--- src/rtl/light_panel_decoder_if.sv ---
// Status-light link between the controller's light encoder and the front-panel decoder.
// The encoder drives the codes and the decoder returns the recovered mode and LED state.
interface light_panel_decoder_if;
  logic [3:0] light;
  logic [3:0] light2;
  logic [2:0] mode;
  logic       set_sel;
  logic       mode_change;
  logic       led_idle;
  logic       led_set;
  logic       led_run;
  logic       led_full;
  logic       led_err;
  logic [7:0] err_count;

  modport master (
    output light, light2,
    input  mode, set_sel, mode_change,
    input  led_idle, led_set, led_run, led_full, led_err, err_count
  );

  modport slave (
    input  light, light2,
    output mode, set_sel, mode_change,
    output led_idle, led_set, led_run, led_full, led_err, err_count
  );
endinterface

--- src/rtl/light_panel_decoder.sv ---
// Receive side of the bottle-line status lights: debounces the {light2,light} code,
// recovers the machine mode and SET selection, and drives the blinking front-panel LEDs.
module light_panel_decoder #(
  parameter int STABLE_CYC = 2,
  parameter int BLINK_DIV  = 25000000
) (
  input logic                  CLK,
  input logic                  RST,
  light_panel_decoder_if.slave bus
);

  localparam logic [2:0] MODE_INIT    = 3'b000;
  localparam logic [2:0] MODE_IDLE    = 3'b001;
  localparam logic [2:0] MODE_SETTING = 3'b010;
  localparam logic [2:0] MODE_RUNNING = 3'b011;
  localparam logic [2:0] MODE_FULL    = 3'b100;
  localparam logic [2:0] MODE_FAULT   = 3'b111;

  localparam int              BW         = (BLINK_DIV > 2) ? $clog2(BLINK_DIV) : 1;
  localparam logic [BW-1:0]   BLINK_LAST = BW'(BLINK_DIV - 1);
  localparam logic [BW-1:0]   BLINK_ONE  = BW'(1);
  localparam logic [3:0]      STAB_LAST  = 4'(STABLE_CYC - 1);

  logic [7:0]    in_s;
  logic          accept_s;
  logic [2:0]    dec_mode_s;
  logic          dec_set_s;

  logic [7:0]    in_d,          in_q;
  logic [3:0]    stab_cnt_d,    stab_cnt_q;
  logic [2:0]    mode_d,        mode_q;
  logic          set_sel_d,     set_sel_q;
  logic          mode_change_d, mode_change_q;
  logic [7:0]    err_count_d,   err_count_q;
  logic [BW-1:0] blink_cnt_d,   blink_cnt_q;
  logic          blink_phase_d, blink_phase_q;
  logic          led_idle_d,    led_idle_q;
  logic          led_set_d,     led_set_q;
  logic          led_run_d,     led_run_q;
  logic          led_full_d,    led_full_q;
  logic          led_err_d,     led_err_q;

  assign in_s = {bus.light2, bus.light};

  // Map the raw code pair to a mode and SET value; anything unlisted is a fault.
  always_comb begin
    dec_mode_s = MODE_FAULT;
    dec_set_s  = 1'b0;
    case (in_s)
      8'h41: begin dec_mode_s = MODE_IDLE;    dec_set_s = 1'b0; end
      8'h42: begin dec_mode_s = MODE_IDLE;    dec_set_s = 1'b1; end
      8'h83: begin dec_mode_s = MODE_SETTING; dec_set_s = 1'b0; end
      8'h24: begin dec_mode_s = MODE_RUNNING; dec_set_s = 1'b0; end
      8'h25: begin dec_mode_s = MODE_RUNNING; dec_set_s = 1'b1; end
      8'h10, 8'h11, 8'h12, 8'h13, 8'h14, 8'h15: begin
        dec_mode_s = MODE_FULL;
        dec_set_s  = 1'b0;
      end
      default: begin dec_mode_s = MODE_FAULT; dec_set_s = 1'b0; end
    endcase
  end

  // Stability filter: a code is taken exactly once, when its run reaches STABLE_CYC.
  always_comb begin
    in_d     = in_s;
    accept_s = 1'b0;
    if (in_s != in_q) begin
      stab_cnt_d = 4'd0;
    end else begin
      accept_s = (stab_cnt_q == STAB_LAST);
      if (stab_cnt_q != 4'hF) begin
        stab_cnt_d = stab_cnt_q + 4'd1;
      end else begin
        stab_cnt_d = stab_cnt_q;
      end
    end
  end

  // Mode tracking, change pulse and fault-entry counting.
  always_comb begin
    mode_d        = mode_q;
    set_sel_d     = set_sel_q;
    mode_change_d = 1'b0;
    err_count_d   = err_count_q;
    if (accept_s) begin
      mode_d        = dec_mode_s;
      set_sel_d     = dec_set_s;
      mode_change_d = (dec_mode_s != mode_q);
      if ((dec_mode_s == MODE_FAULT) && (mode_q != MODE_FAULT) && (err_count_q != 8'hFF)) begin
        err_count_d = err_count_q + 8'd1;
      end else begin
        err_count_d = err_count_q;
      end
    end else begin
      mode_d = mode_q;
    end
  end

  // Free-running blink divider; phase is never realigned to mode changes.
  always_comb begin
    if (blink_cnt_q == BLINK_LAST) begin
      blink_cnt_d   = '0;
      blink_phase_d = ~blink_phase_q;
    end else begin
      blink_cnt_d   = blink_cnt_q + BLINK_ONE;
      blink_phase_d = blink_phase_q;
    end
  end

  // LEDs follow the next mode so they update on the same edge as mode.
  always_comb begin
    led_idle_d = (mode_d == MODE_IDLE);
    led_set_d  = (mode_d == MODE_SETTING);
    led_run_d  = (mode_d == MODE_RUNNING);
    led_full_d = (mode_d == MODE_FULL)  && blink_phase_d;
    led_err_d  = (mode_d == MODE_FAULT) && blink_phase_d;
  end

  // State registers with synchronous reset.
  always_ff @(posedge CLK) begin
    if (RST) begin
      in_q          <= 8'h00;
      stab_cnt_q    <= 4'd0;
      mode_q        <= MODE_INIT;
      set_sel_q     <= 1'b0;
      mode_change_q <= 1'b0;
      err_count_q   <= 8'd0;
      blink_cnt_q   <= '0;
      blink_phase_q <= 1'b0;
      led_idle_q    <= 1'b0;
      led_set_q     <= 1'b0;
      led_run_q     <= 1'b0;
      led_full_q    <= 1'b0;
      led_err_q     <= 1'b0;
    end else begin
      in_q          <= in_d;
      stab_cnt_q    <= stab_cnt_d;
      mode_q        <= mode_d;
      set_sel_q     <= set_sel_d;
      mode_change_q <= mode_change_d;
      err_count_q   <= err_count_d;
      blink_cnt_q   <= blink_cnt_d;
      blink_phase_q <= blink_phase_d;
      led_idle_q    <= led_idle_d;
      led_set_q     <= led_set_d;
      led_run_q     <= led_run_d;
      led_full_q    <= led_full_d;
      led_err_q     <= led_err_d;
    end
  end

  assign bus.mode        = mode_q;
  assign bus.set_sel     = set_sel_q;
  assign bus.mode_change = mode_change_q;
  assign bus.led_idle    = led_idle_q;
  assign bus.led_set     = led_set_q;
  assign bus.led_run     = led_run_q;
  assign bus.led_full    = led_full_q;
  assign bus.led_err     = led_err_q;
  assign bus.err_count   = err_count_q;

endmodule

--- src/flat_wrapper.sv ---
// flat-port wrapper written by rule: the top's interface ports become plain ports
module light_panel_decoder_flat 
#(
  parameter int STABLE_CYC = 2,
  parameter int BLINK_DIV  = 25000000
)
  (CLK, RST, bus_light, bus_light2, bus_mode, bus_set_sel, bus_mode_change, bus_led_idle, bus_led_set, bus_led_run, bus_led_full, bus_led_err, bus_err_count);
  light_panel_decoder_if bus_i ();
  input logic CLK;
  input logic RST;
  input wire logic [$bits(bus_i.light)-1:0] bus_light;
  input wire logic [$bits(bus_i.light2)-1:0] bus_light2;
  output wire logic [$bits(bus_i.mode)-1:0] bus_mode;
  output wire logic [$bits(bus_i.set_sel)-1:0] bus_set_sel;
  output wire logic [$bits(bus_i.mode_change)-1:0] bus_mode_change;
  output wire logic [$bits(bus_i.led_idle)-1:0] bus_led_idle;
  output wire logic [$bits(bus_i.led_set)-1:0] bus_led_set;
  output wire logic [$bits(bus_i.led_run)-1:0] bus_led_run;
  output wire logic [$bits(bus_i.led_full)-1:0] bus_led_full;
  output wire logic [$bits(bus_i.led_err)-1:0] bus_led_err;
  output wire logic [$bits(bus_i.err_count)-1:0] bus_err_count;
  assign bus_i.light = bus_light;
  assign bus_i.light2 = bus_light2;
  assign bus_mode = bus_i.mode;
  assign bus_set_sel = bus_i.set_sel;
  assign bus_mode_change = bus_i.mode_change;
  assign bus_led_idle = bus_i.led_idle;
  assign bus_led_set = bus_i.led_set;
  assign bus_led_run = bus_i.led_run;
  assign bus_led_full = bus_i.led_full;
  assign bus_led_err = bus_i.led_err;
  assign bus_err_count = bus_i.err_count;
  light_panel_decoder #(.STABLE_CYC(STABLE_CYC), .BLINK_DIV(BLINK_DIV)) u_core (.CLK(CLK), .RST(RST), .bus(bus_i));
endmodule
--- config.mk ---
export PLATFORM = sky130hd
export DESIGN_NAME = light_panel_decoder_flat
export DESIGN_NICKNAME = d
export VERILOG_FILES = /design/src/rtl/light_panel_decoder_if.sv /design/src/rtl/light_panel_decoder.sv /design/src/flat_wrapper.sv
export SDC_FILE = /design/constraint.sdc
export NUM_CORES = 1
export LEC_CHECK = 0
export CAP_MARGIN = 20
export CORE_ASPECT_RATIO = 0.7
export CORE_UTILIZATION = 50
export DETAILED_ROUTE_END_ITERATION = 16
export GPL_TIMING_DRIVEN = 0
export PLACE_DENSITY = 0.78
export SLEW_MARGIN = 0
export SYNTH_ARGS = -nofsm -noshare
export SYNTH_HDL_FRONTEND = slang
export SYNTH_SLANG_ARGS = --single-unit
export TNS_END_PERCENT = 30
--- constraint.sdc ---
create_clock -name CLK -period 2.2 [get_ports CLK]
set_input_delay 0.44 -clock CLK [delete_from_list [all_inputs] [get_ports CLK]]
set_output_delay 0.44 -clock CLK [all_outputs]
set_load 0.01 [all_outputs]
==> results.cfg <==
[die]
fp.dieH_um = 63.6
floorplan.core_area_um2 = 5230
num_rows = 22
pin_count = 28
die_w_um = 90.0
design.die.area_um2 = 5720
initial_core_util = 0.518

[timing]
endpoints_failing_setup = 0
post-route-min-period_ps = 2070
timing_max_transition_violations_final = 0
finalHoldViolations = 0
worst_hold_slack_ps = 400
slew-limit-headroom = 0.622
rsz0062_at_grt = no
finClkSkew_ps = 8.97
final_ws_setup_ps = 127
final_min_period_over_clock_period = 0.942
worstMarginPinSlew_ps = 567
max_clock_freq_ghz = 0.482

[clocking]
cts_hold_buf = 0
clk_pin_slew_worst_paths_ps = 90
cts-htree-levels = 2
clk_root_buffer_cell = sky130_fd_sc_hd__clkbuf_8
cts_made_buffers = 5
max-clock-path-buffers = 2
cts_tree = done
cts_sinks = 56
later_pin_clock_latency_in_the_skew_report_ps = 300

[synthesis]
yosys-top-cells-count = sky130_fd_sc_hd__dfxtp_1 (56), sky130_fd_sc_hd__nor2_1 (37), sky130_fd_sc_hd__xnor2_1 (23)
count_of_flip_flops_with_a_built_in_enable_after_synthesis = 0
top_cells_by_area_synth = sky130_fd_sc_hd__dfxtp_1 (41%), sky130_fd_sc_hd__xnor2_1 (7.4%), sky130_fd_sc_hd__nor2_1 (5.1%)
synth-async-reset-ratio = 0
synth.net_count = 311
ys_dominant_reg_cell = sky130_fd_sc_hd__dfxtp_1
seq_area_frac_synth = 0.414
synth_seq_cells = 56
synth_largest_area_cell = sky130_fd_sc_hd__dfxtp_1
yosysWarningCount = 0
syn_area_um2 = 2710
yosysUniqueCellTypes = 48
synthDominantCellAreaShare = 0.414
synth.most_common_cell = sky130_fd_sc_hd__dfxtp_1
synth.avg_cell_area_um2 = 9.12
postSynthCellCount = 297

[place]
gpl.final_weighted_congestion = 0.797
numPortBuffers = 25
place_ws_ps = -677
dp_hpwl_mm = 3.69

[critical_path]
timing.critical_path.cells = clkdlybuf4s15_2 > nor2b_1 > and4_1 > or3_1 > buf_6 > nor4b_4 > mux2_2
crit_slowest_cell = sky130_fd_sc_hd__or3_1
timing.critical_path.arrival_ps = 2260
crit_path_start = bus_light2[3]
r2r_start = u_core.stab_cnt_q[0]$_SDFFE_PP0P_
worst_ep_required_time_ps = 2390
path_delay_family = simple AND/OR/NAND/NOR gates
cp_num_buf_inv = 2
cp_slowest_stage_delay_ps = 410
setup.worst_path.end_class = flop
worst-path-max-fanout = 10
cp_launch_type = input port
timing.setup.critical_path_class = in -> reg

[pwr]
post-layout-total-power_w = 0.00166
peakVddDrop_v = 0.000327
power.density_nw_per_um2 = 515
leakage_nw = 1.15

[hold_path]
worst_min_path_class = in -> reg
hold_path.startpoint = bus_light[0]

[outcome]
outcome = finished clean

[global_route]
grt_start_max_net_pins = 16
grt_pass1_vias = 1898
grt_pass1_wl_mm = 8.65
grt_overflow_total = 0
antenna_found_initial = 0
groute.usage.overall = 0.185

[routing]
route.detailed.drc = 0
vias = 2146
detailedRoute.firstPassIterationCount = 4
wl_per_cell_um = 12.5
detail-route-antenna-nets = 0
wl_mm = 5.08
detail_routed_via_count_per_cell = 5.27
detail_route.iter0.violations = 85

[finish]
final_net_count = 349
area_growth_syn_to_layout_pct = 18.6
n_antenna_cell = 0
final_layout_size_suffix_gt1_frac = 0.122

[run]
maxCapViolCount = 0
## sequential cells by signal, indices dropped and copies added, names as in the netlist, 3 cells and up
signal,count
u_core.bus.err_count,8
u_core.stab_cnt_q,4
u_core.blink_cnt_q,25
u_core.bus.mode,3
u_core.in_q,8
## timing repair
action | 4_1_cts | 5_1_grt
setup buffers | 1 | 5
setup endpoints to repair | 34 | 33
pin swaps | 0 | 8
resized for setup | 13 | 17
## area by class of cell
class | count | area [um^2]
inverters | 9 | 33.8
repair buffers | 31 | 278
multi-input cells | 219 | 1530
clock buffers | 6 | 72.6
well taps | 72 | 90.1
plain buffers | 13 | 85.1
flip-flops and latches | 56 | 1120
clock inverters | 1 | 5.00
fillers | 471 | 2020
## final timing paths
path	endpoint	slack, ps	depth (start not counted)
min reg2reg	u_core.blink_cnt_q[0]$_SDFF_PP0_	450	1
max	u_core.bus.err_count[3]$_SDFFE_PP0P_	130	7
max reg2reg	u_core.bus.err_count[4]$_SDFFE_PP0P_	130	7
min	u_core.in_q[0]$_SDFF_PP0_	400	2
## per-stage QoR
stage                     instances   util  setup TNS [ps]  instance area, um^2
after floorplan                 297      -               0                 2710
after global placement          394  0.583           -9880                 3050
after detailed placement        394  0.583          -11250                 3050
after CTS                       402  0.600               0                 3140
after global routing            407  0.614               0                 3210
final                           407  0.614               0                 3210
## metal layers
layer	routed length [um]	share of wire	track usage	vias up
met1	2780	0.55	0.270	1001
met2	2140	0.42	0.282	25
met5	0	0	0	-
met4	13	0.0026	0.0343	0
met3	144	0.028	0.0399	2
li1	-	-	-	1118
## cell families after synthesis
family | Yosys count | share of synthesized area
xor gates and xnor gates | 32 | 0.106
buffers and inverters | 22 | 0.0420
DFF | 56 | 0.414
and+or+nand+nor | 150 | 0.320
muxes | 10 | 0.0411
adders and majority gates | 4 | 0.0185
AOI/OAI and AO/OA | 23 | 0.0586
## power breakdown
part	total [W]	switching, W	internal, W
Clock	0.000522	0.000304	0.000218
Combinational	0.000101	0.0000558	0.0000453
Sequential	0.00103	0.00000697	0.00103
Total	0.00166	0.000367	0.00129
## placed cells by master, fill, tap and decap left out, types with 7 or more instances in the layout
master / count
sky130_fd_sc_hd__buf_4: 7
sky130_fd_sc_hd__clkbuf_1: 7
sky130_fd_sc_hd__clkdlybuf4s50_1: 19
sky130_fd_sc_hd__dfxtp_1: 56
sky130_fd_sc_hd__inv_1: 9
sky130_fd_sc_hd__nand2_1: 15
sky130_fd_sc_hd__nand3_1: 18
sky130_fd_sc_hd__nor2_1: 37
sky130_fd_sc_hd__nor2b_1: 18
sky130_fd_sc_hd__nor3_1: 9
sky130_fd_sc_hd__nor4_1: 7
sky130_fd_sc_hd__xnor2_1: 23
sky130_fd_sc_hd__xor2_1: 8
No activity file was read; power rests on OpenSTA's default activity.
